File: src/rtl/div_unit.sv
// div_unit: iterative 32-bit integer divider (DIV, DIVU, REM, REMU).
// Restoring division, one quotient bit per clock. Divide-by-zero and
// signed overflow are resolved at accept time and skip the iteration phase.
module div_unit #(
  parameter int XLEN = 32
) (
  input  logic            clk,
  input  logic            rst,
  input  logic            start,
  input  logic [1:0]      op,
  input  logic [XLEN-1:0] A,
  input  logic [XLEN-1:0] B,
  output logic            busy,
  output logic            done,
  output logic [XLEN-1:0] D
);

  typedef enum logic [1:0] {
    IDLE = 2'd0,
    CALC = 2'd1,
    DONE = 2'd2
  } state_t;

  localparam logic [4:0]      LastIter = 5'd31;
  localparam logic [XLEN-1:0] AllOnes  = '1;
  localparam logic [XLEN-1:0] MinInt   = {1'b1, {(XLEN-1){1'b0}}};

  state_t          r_state;
  logic [4:0]      r_cnt;
  logic [XLEN-1:0] r_rem;
  logic [XLEN-1:0] r_quo;
  logic [XLEN-1:0] r_div;
  logic            r_negQ;
  logic            r_negR;
  logic            r_isRem;
  logic            r_busy;
  logic            r_done;
  logic [XLEN-1:0] r_d;

  // op[0] selects unsigned, op[1] selects remainder
  logic            w_signed;
  logic            w_isRem;
  logic [XLEN-1:0] w_magA;
  logic [XLEN-1:0] w_magB;
  logic            w_divZero;
  logic            w_ovf;

  assign w_signed  = ~op[0];
  assign w_isRem   = op[1];
  assign w_magA    = (w_signed && A[XLEN-1]) ? (~A + 1'b1) : A;
  assign w_magB    = (w_signed && B[XLEN-1]) ? (~B + 1'b1) : B;
  assign w_divZero = (B == '0);
  assign w_ovf     = w_signed && (A == MinInt) && (B == AllOnes);

  // One restoring step: the 33-bit partial remainder is the previous
  // remainder shifted left with the next dividend bit; a clear borrow
  // bit in the trial difference means the divisor fits.
  logic [XLEN:0]   w_shift;
  logic [XLEN:0]   w_diff;
  logic            w_fits;
  logic [XLEN-1:0] w_remNext;
  logic [XLEN-1:0] w_quoNext;
  logic [XLEN-1:0] w_result;

  assign w_shift   = {r_rem, r_quo[XLEN-1]};
  assign w_diff    = w_shift - {1'b0, r_div};
  assign w_fits    = ~w_diff[XLEN];
  assign w_remNext = w_fits ? w_diff[XLEN-1:0] : w_shift[XLEN-1:0];
  assign w_quoNext = {r_quo[XLEN-2:0], w_fits};
  assign w_result  = r_isRem ? (r_negR ? (~w_remNext + 1'b1) : w_remNext)
                             : (r_negQ ? (~w_quoNext + 1'b1) : w_quoNext);

  // Control FSM and datapath: accept requests, iterate, publish result.
  always_ff @(posedge clk or posedge rst) begin
    if (rst) begin
      r_state <= IDLE;
      r_cnt   <= '0;
      r_rem   <= '0;
      r_quo   <= '0;
      r_div   <= '0;
      r_negQ  <= 1'b0;
      r_negR  <= 1'b0;
      r_isRem <= 1'b0;
      r_busy  <= 1'b0;
      r_done  <= 1'b0;
      r_d     <= '0;
    end else begin
      case (r_state)
        IDLE, DONE: begin
          r_done  <= 1'b0;
          r_state <= IDLE;
          if (start) begin
            if (w_divZero) begin
              r_d     <= w_isRem ? A : AllOnes;
              r_done  <= 1'b1;
              r_state <= DONE;
            end else if (w_ovf) begin
              r_d     <= w_isRem ? '0 : MinInt;
              r_done  <= 1'b1;
              r_state <= DONE;
            end else begin
              r_rem   <= '0;
              r_quo   <= w_magA;
              r_div   <= w_magB;
              r_negQ  <= w_signed & (A[XLEN-1] ^ B[XLEN-1]);
              r_negR  <= w_signed & A[XLEN-1];
              r_isRem <= w_isRem;
              r_cnt   <= '0;
              r_busy  <= 1'b1;
              r_state <= CALC;
            end
          end
        end
        CALC: begin
          r_rem <= w_remNext;
          r_quo <= w_quoNext;
          r_cnt <= r_cnt + 5'd1;
          if (r_cnt == LastIter) begin
            r_d     <= w_result;
            r_busy  <= 1'b0;
            r_done  <= 1'b1;
            r_state <= DONE;
          end
        end
        default: begin
          r_busy  <= 1'b0;
          r_done  <= 1'b0;
          r_state <= IDLE;
        end
      endcase
    end
  end

  assign busy = r_busy;
  assign done = r_done;
  assign D    = r_d;

endmodule
File: config.mk
export PLATFORM = sky130hd
export DESIGN_NAME = div_unit
export DESIGN_NICKNAME = d
export VERILOG_FILES = /design/src/rtl/div_unit.sv
export SDC_FILE = /design/constraint.sdc
export NUM_CORES = 1
export LEC_CHECK = 0
export ABC_AREA = 1
export CORE_MARGIN = 2
export CORE_UTILIZATION = 49
export CTS_BUF_LIST = sky130_fd_sc_hd__clkbuf_8 sky130_fd_sc_hd__clkbuf_16
export DETAILED_ROUTE_END_ITERATION = 6
export PLACE_DENSITY = 0.74
export SLEW_MARGIN = 5
export SYNTH_ARGS = -nofsm -noshare
export SYNTH_HDL_FRONTEND = slang
export SYNTH_SLANG_ARGS = --single-unit
File: constraint.sdc
create_clock -name clk -period 11.94 [get_ports clk]
set_clock_uncertainty 0.05 [all_clocks]
set_input_delay 1.791 -clock clk [delete_from_list [all_inputs] [get_ports clk]]
set_output_delay 1.791 -clock clk [all_outputs]
set_load 0.005 [all_outputs]
# Word level (Yosys, flattened, before mapping)
# Index checks and enable logic that the tools add are counted.
# Widths: inputs -> output; s select.
# op_classes
addsub,6
n_mul,0
div_mod_pow,0
n_lt_le_gt_ge,0
eq_ne,10
n_shift,0
muxes,40
n_bitwise,11
reduce_logical,12
# ops
operator,count
$mux 32,18
$pmux 32 s2,3
$add 32x1->32 const B,4
$not 32->32,4
$eq 32x32->1 const B,2
$sub 33x32->33,1
$logic_not 32->1,1
$reduce_and 4->1,4
$mux 5,3
$pmux 5 s2,1
$mux 1,8
$mux 2,4
$ne 2x2->1 const B,4
$add 5x1->5 const B,1
$eq 5x5->1 const B,1
$logic_and 1x1->1,4
$not 1->1,4
$pmux 1 s2,2
$pmux 2 s2,1
$ne 3x3->1 const B,1
$and 1x1->1,2
$eq 2x1->1 const B,1
$eq 2x2->1 const B,1
$logic_not 2->1,1
other kinds (3),3
# word_totals
ff_bits,140
latchBits,0
mem_bits_rw,0
romBits,0
in_bits,69
output_inout_bits,34
wordCells,90
n_memories,0

# Longest topological paths before layout
# depth
depth_word,8
ltp_mapped,33
mapped_depth_nobuf,31

# Worst setup path after synthesis
# Ideal clock, no wire load.
# synth_timing
path_type,flip-flop to flip-flop
startpoint,register r_quo[31]
endpoint,register r_d[26] (netlist: D[26])
setup_ns,0.120
t_arrival_ns,3.969
required_ns,11.770
path_slack_ns,7.801
stages_incl_launch_ff,32
path_buffers,2
synth_period_minus_slack_ns,4.139
cell_sequence,dfrtp_1 inv_1 ha_1 inv_1 fa_1 nand2_1 nand2_1 nand3_1 nand2_2 nand2_2 nand2_2 nand2_4 nand3_2 nand2_4 buf_8 buf_12 ha_1 inv_1 nor3_1 nand3_1 nor4_1 nand3_1 nand3b_1 inv_1 nand2_1 inv_1 a31oi_1 or2_2 nand3_1 nand2_1 nand2_1 a21oi_2
# synth_via
elab_chain_cells,8
word_cells_on_any_way,12
classes_between,add/sub: 3; mux: 6; bitwise: 3
# synth_lines
element,line,text
"start, declared",31,logic [XLEN-1:0] r_quo;
"start signal, assigned",103,r_quo <= w_magA;
"start signal, assigned",116,r_quo <= w_quoNext;
$sub 33x32->33,66,"assign w_diff = w_shift - {1'b0, r_div};"
$mux 32 / $not 1->1 (equally long branches),"68, 67",
"$not 32->32, on equally long branches","70, 71",
"$add 32x1->32, on equally long branches","70, 71",
"$mux 32, on equally long branches","70, 71",
$mux 32 *,70,assign w_result = r_isRem ? (r_negR ? (~w_remNext + 1'b1) : w_remNext)
$mux 32 *,118,if (r_cnt == LastIter) begin
$pmux 32 s2 *,88,case (r_state)
"end signal, assigned",94,r_d <= w_isRem ? A : AllOnes;
"end signal, assigned",98,r_d <= w_isRem ? '0 : MinInt;
"end signal, assigned",119,r_d <= w_result;
"end, declared",38,logic [XLEN-1:0] r_d;
# Mark *: on every way between the ends. The rest lies on a longest branch, timed or not. The select of a mux whose other input is x is not followed.
# A chain may end at the register's enable or synchronous reset.

# Worst setup path after layout
# layout_timing
startpoint,register r_quo[31]
endpoint,register r_d[30] (netlist: D[30])
# The elaborated chain is that of the path after synthesis.

==> impl_results.rst <==
.. list-table::
   :header-rows: 1

   * - Metric
     - Value
   * - Outcome
     - finished, final reports clean
   * - Number of diodes added for antenna fixing
     - 0
   * - Worst Setup SP
     - r_quo[31]
   * - Worst Tran Pin Value
     - 1090 ps
   * - Family with the most delay on the worst path
     - simple AND/OR/NAND/NOR gates
   * - Width of the die
     - 166 µm
   * - CP Capture Point
     - D[30]
   * - CP max stage cell
     - sky130_fd_sc_hd__nor4_1
   * - GRT Util Overall
     - 0.305
   * - Largest fanout on the critical path
     - 31
   * - Area fraction of the dominant cell type after synthesis
     - 0.270
   * - Hold buffer count at cts
     - 0
   * - Placer congestion estimate
     - 0.959
   * - WP data arrival
     - 6070 ps
   * - Starting utilization of the core area
     - 0.496
   * - Headroom to the max-slew limit
     - 0.271
   * - Capture point of the worst reg-to-reg path
     - D[30]
   * - Final nets
     - 2287
   * - Synth area leaders
     - sky130_fd_sc_hd__dfrtp_1 (27%), sky130_fd_sc_hd__nand2_1 (19%), sky130_fd_sc_hd__inv_1 (9.1%)
   * - Number of buffer and inverter instances along the worst setup path
     - 5
   * - Async SR Flop Fraction
     - 1.00
   * - Worst Reg2Reg Path Length in Cells
     - 29
   * - CTS H-Tree Depth
     - 4
   * - Required arrival time at the worst endpoint
     - 12270 ps
   * - Number of DRC markers in iteration 0
     - 1548
   * - Root buf cell
     - sky130_fd_sc_hd__clkbuf_16
   * - Clock latency of the later-clocked register in the worst-skew pair
     - 440 ps
   * - Min Tclk post-route
     - 5740 ps
   * - Crit Path Category
     - reg -> reg
   * - Worst R2R Start
     - r_quo[31]
   * - Final count of pins violating max slew
     - 0
   * - Final period util
     - 0.480
   * - Drt wl/cell
     - 16.8 µm
   * - Cell count along the critical path
     - 29
   * - Clock tree from TritonCTS
     - built
   * - Achievable Freq
     - 174 MHz
   * - Buffers from clock root to sink, at most
     - 2
   * - Leading register cell type out of synthesis
     - sky130_fd_sc_hd__dfrtp_1
   * - Detailed Routing Iterations Pass 1
     - 6
   * - Number of buffers inserted to repair setup after CTS
     - 0
   * - Placeable core region
     - 25900 µm²
   * - Register-to-Register Setup Slack
     - 6200 ps
   * - Antenna violations before repair
     - 0
   * - Sequential-to-total area share from yosys stat
     - 0.270
   * - CTS clk-pin slew, worst paths
     - 70 ps
   * - Path type of the worst min-delay path
     - reg -> reg
   * - Mapped Avg Cell Area
     - 6.08 µm²
   * - Number of global-route vias before repair
     - 13000
   * - Setup repair after global routing missed its margin
     - no
   * - Vias/cell
     - 5.54
   * - Drt total wl
     - 42.5 mm
   * - Number of buffer cells added on primary ports
     - 102
   * - Num CTS Buffers
     - 17
   * - Clock Sinks
     - 139
   * - Category of the worst setup path launch point
     - flop
   * - Final setup violation count
     - 0
   * - Ys Warns
     - 0
   * - Synthesized instance count
     - 2117
   * - Resized cells post-CTS
     - 0
   * - Synth unique cells
     - 49
   * - Global-route wire length before repair
     - 67.2 mm
   * - Most used standard cell by instance count after synthesis
     - sky130_fd_sc_hd__nand2_1
   * - Synth Net Count
     - 2226
   * - Pin count of the biggest net entering global routing
     - 87
   * - Worst path max stage delay
     - 520 ps
   * - Aggregate negative setup slack
     - 0 ps
   * - Count of flip-flops with a built-in enable after synthesis
     - 0
   * - Fraction of layout instances using a drive strength above 1
     - 0.0548
   * - Final ANT Viol Nets
     - 0
   * - Max cap viols
     - 0
   * - Cell type with the highest aggregate area in the netlist
     - sky130_fd_sc_hd__dfrtp_1
   * - Commonest cells in the netlist
     - sky130_fd_sc_hd__nand2_1 (635), sky130_fd_sc_hd__inv_1 (312), sky130_fd_sc_hd__nor2_1 (254)
   * - Final-report hold violation count
     - 0
   * - Synth-to-layout area growth
     - 14.2%
   * - DRC violation count after routing
     - 0
   * - Num ports
     - 103
   * - Total number of placement rows
     - 59
   * - Total number of vias
     - 14000
   * - Cell area after synthesis
     - 12900 µm²
   * - Post-DP HPWL
     - 32.6 mm
   * - Die area
     - 27600 µm²
   * - Height of the die
     - 166 µm
   * - Post-synthesis register bit count
     - 139
   * - Remaining Overflow, GRT
     - 0
   * - Crit path capture type
     - flop
[cell type report]
cell class / instances / area, µm²
Fill cell: 2567 / 11200
Multi-Input combinational cell: 1590 / 7890
Sequential cell: 139 / 3480
Inverter: 317 / 1190
Timing Repair Buffer: 113 / 1100
Clock buffer: 17 / 425
Tap cell: 335 / 419
Clock inverter: 15 / 178
[stage by stage]
| step | hold slack (ps) | setup WS [ps] | utilization | std cells | area, µm² |
|---|---|---|---|---|---|
| 6_report | 440 | 6200 | 0.567 | 2526 | 14700 |
| 5_1_grt | 472 | 5860 | 0.567 | 2526 | 14700 |
| 4_1_cts | 440 | 6380 | 0.567 | 2526 | 14700 |
| 3_5_place_dp | 423 | 6090 | 0.543 | 2494 | 14100 |
| 3_3_place_gp | 417 | 6230 | 0.543 | 2494 | 14100 |
| 2_1_floorplan | 403 | 6370 | - | 2117 | 12900 |
[per-layer routing]
layer,GRT usage,part of all wire,vias up
li1,-,-,6868
met1,0.419,0.44,6492
met2,0.480,0.44,550
met3,0.0491,0.076,94
met4,0.121,0.039,0
met5,0,0,-
[registers in the layout, indices dropped and copies added, names as in the netlist]
name,flops
r_div,32
r_isRem,1
D,32
busy,1
r_rem,32
r_negQ,1
r_quo,32
r_cnt,5
r_negR,1
r_state,2
[logic make-up (layout without fill, tap and decap cells)]
kind of cell | after synthesis | count (layout) | synth area share
buffers and inverters | 388 | 462 | 0.118
XOR/XNOR | 67 | 67 | 0.0456
adder cells (fa/ha/maj) | 40 | 40 | 0.0395
AND/OR/NAND/NOR | 1184 | 1184 | 0.393
flip-flops | 139 | 139 | 0.270
AO/OA/AOI/OAI | 299 | 299 | 0.134
[worst reg2reg max path: cells and delay by family (launching register included)]
kind            cells  cell delay [ps]
simple gates       18             3290
compound gates      3              600
flops               1              360
buf+inv             5              490
fa+ha+maj           3              900
[placed cells by master, fill, tap and decap left out, drive strengths merged, types with 2 or more instances in the layout]
cell           Yosys  layout
clkdlybuf4s50      0     102
and3               2       2
nor2             265     265
o31ai              3       3
a21oi            105     105
xnor2             11      11
o211ai             5       5
dfrtp            139     139
buf               26      11
clkinvlp           0       2
inv              315     324
nand3            157     157
clkinv             2       4
a31oi              9       9
nor3              28      28
or2                8       8
and2               6       6
bufinv             0       2
ha                39      39
nand2            669     669
xor2              56      56
nand4             28      28
o21bai             2       2
a21o               2       2
clkbuf            45      17
nand3b             9       9
o221ai            15      15
a221oi            11      11
nor4              11      11
o21ai            117     117
a22oi              3       3
o22ai             25      25
[how the worst min path moves through the flow]
stage	from	endpoint	slack (ps)	depth (start not counted)
6_report	r_div[29]	r_div[29]	440	2
5_1_grt	r_div[23]	r_div[23]	470	2
4_1_cts	r_div[30]	r_div[30]	440	2
3_5_place_dp	r_div[30]	r_div[30]	420	2
3_3_place_gp	r_div[15]	r_div[15]	420	2
2_1_floorplan	r_div[11]	r_div[11]	400	2
Power is left out: the tool's default activity adds up to more than one toggle a clock period on the data nets, which glitch-free logic cannot reach.
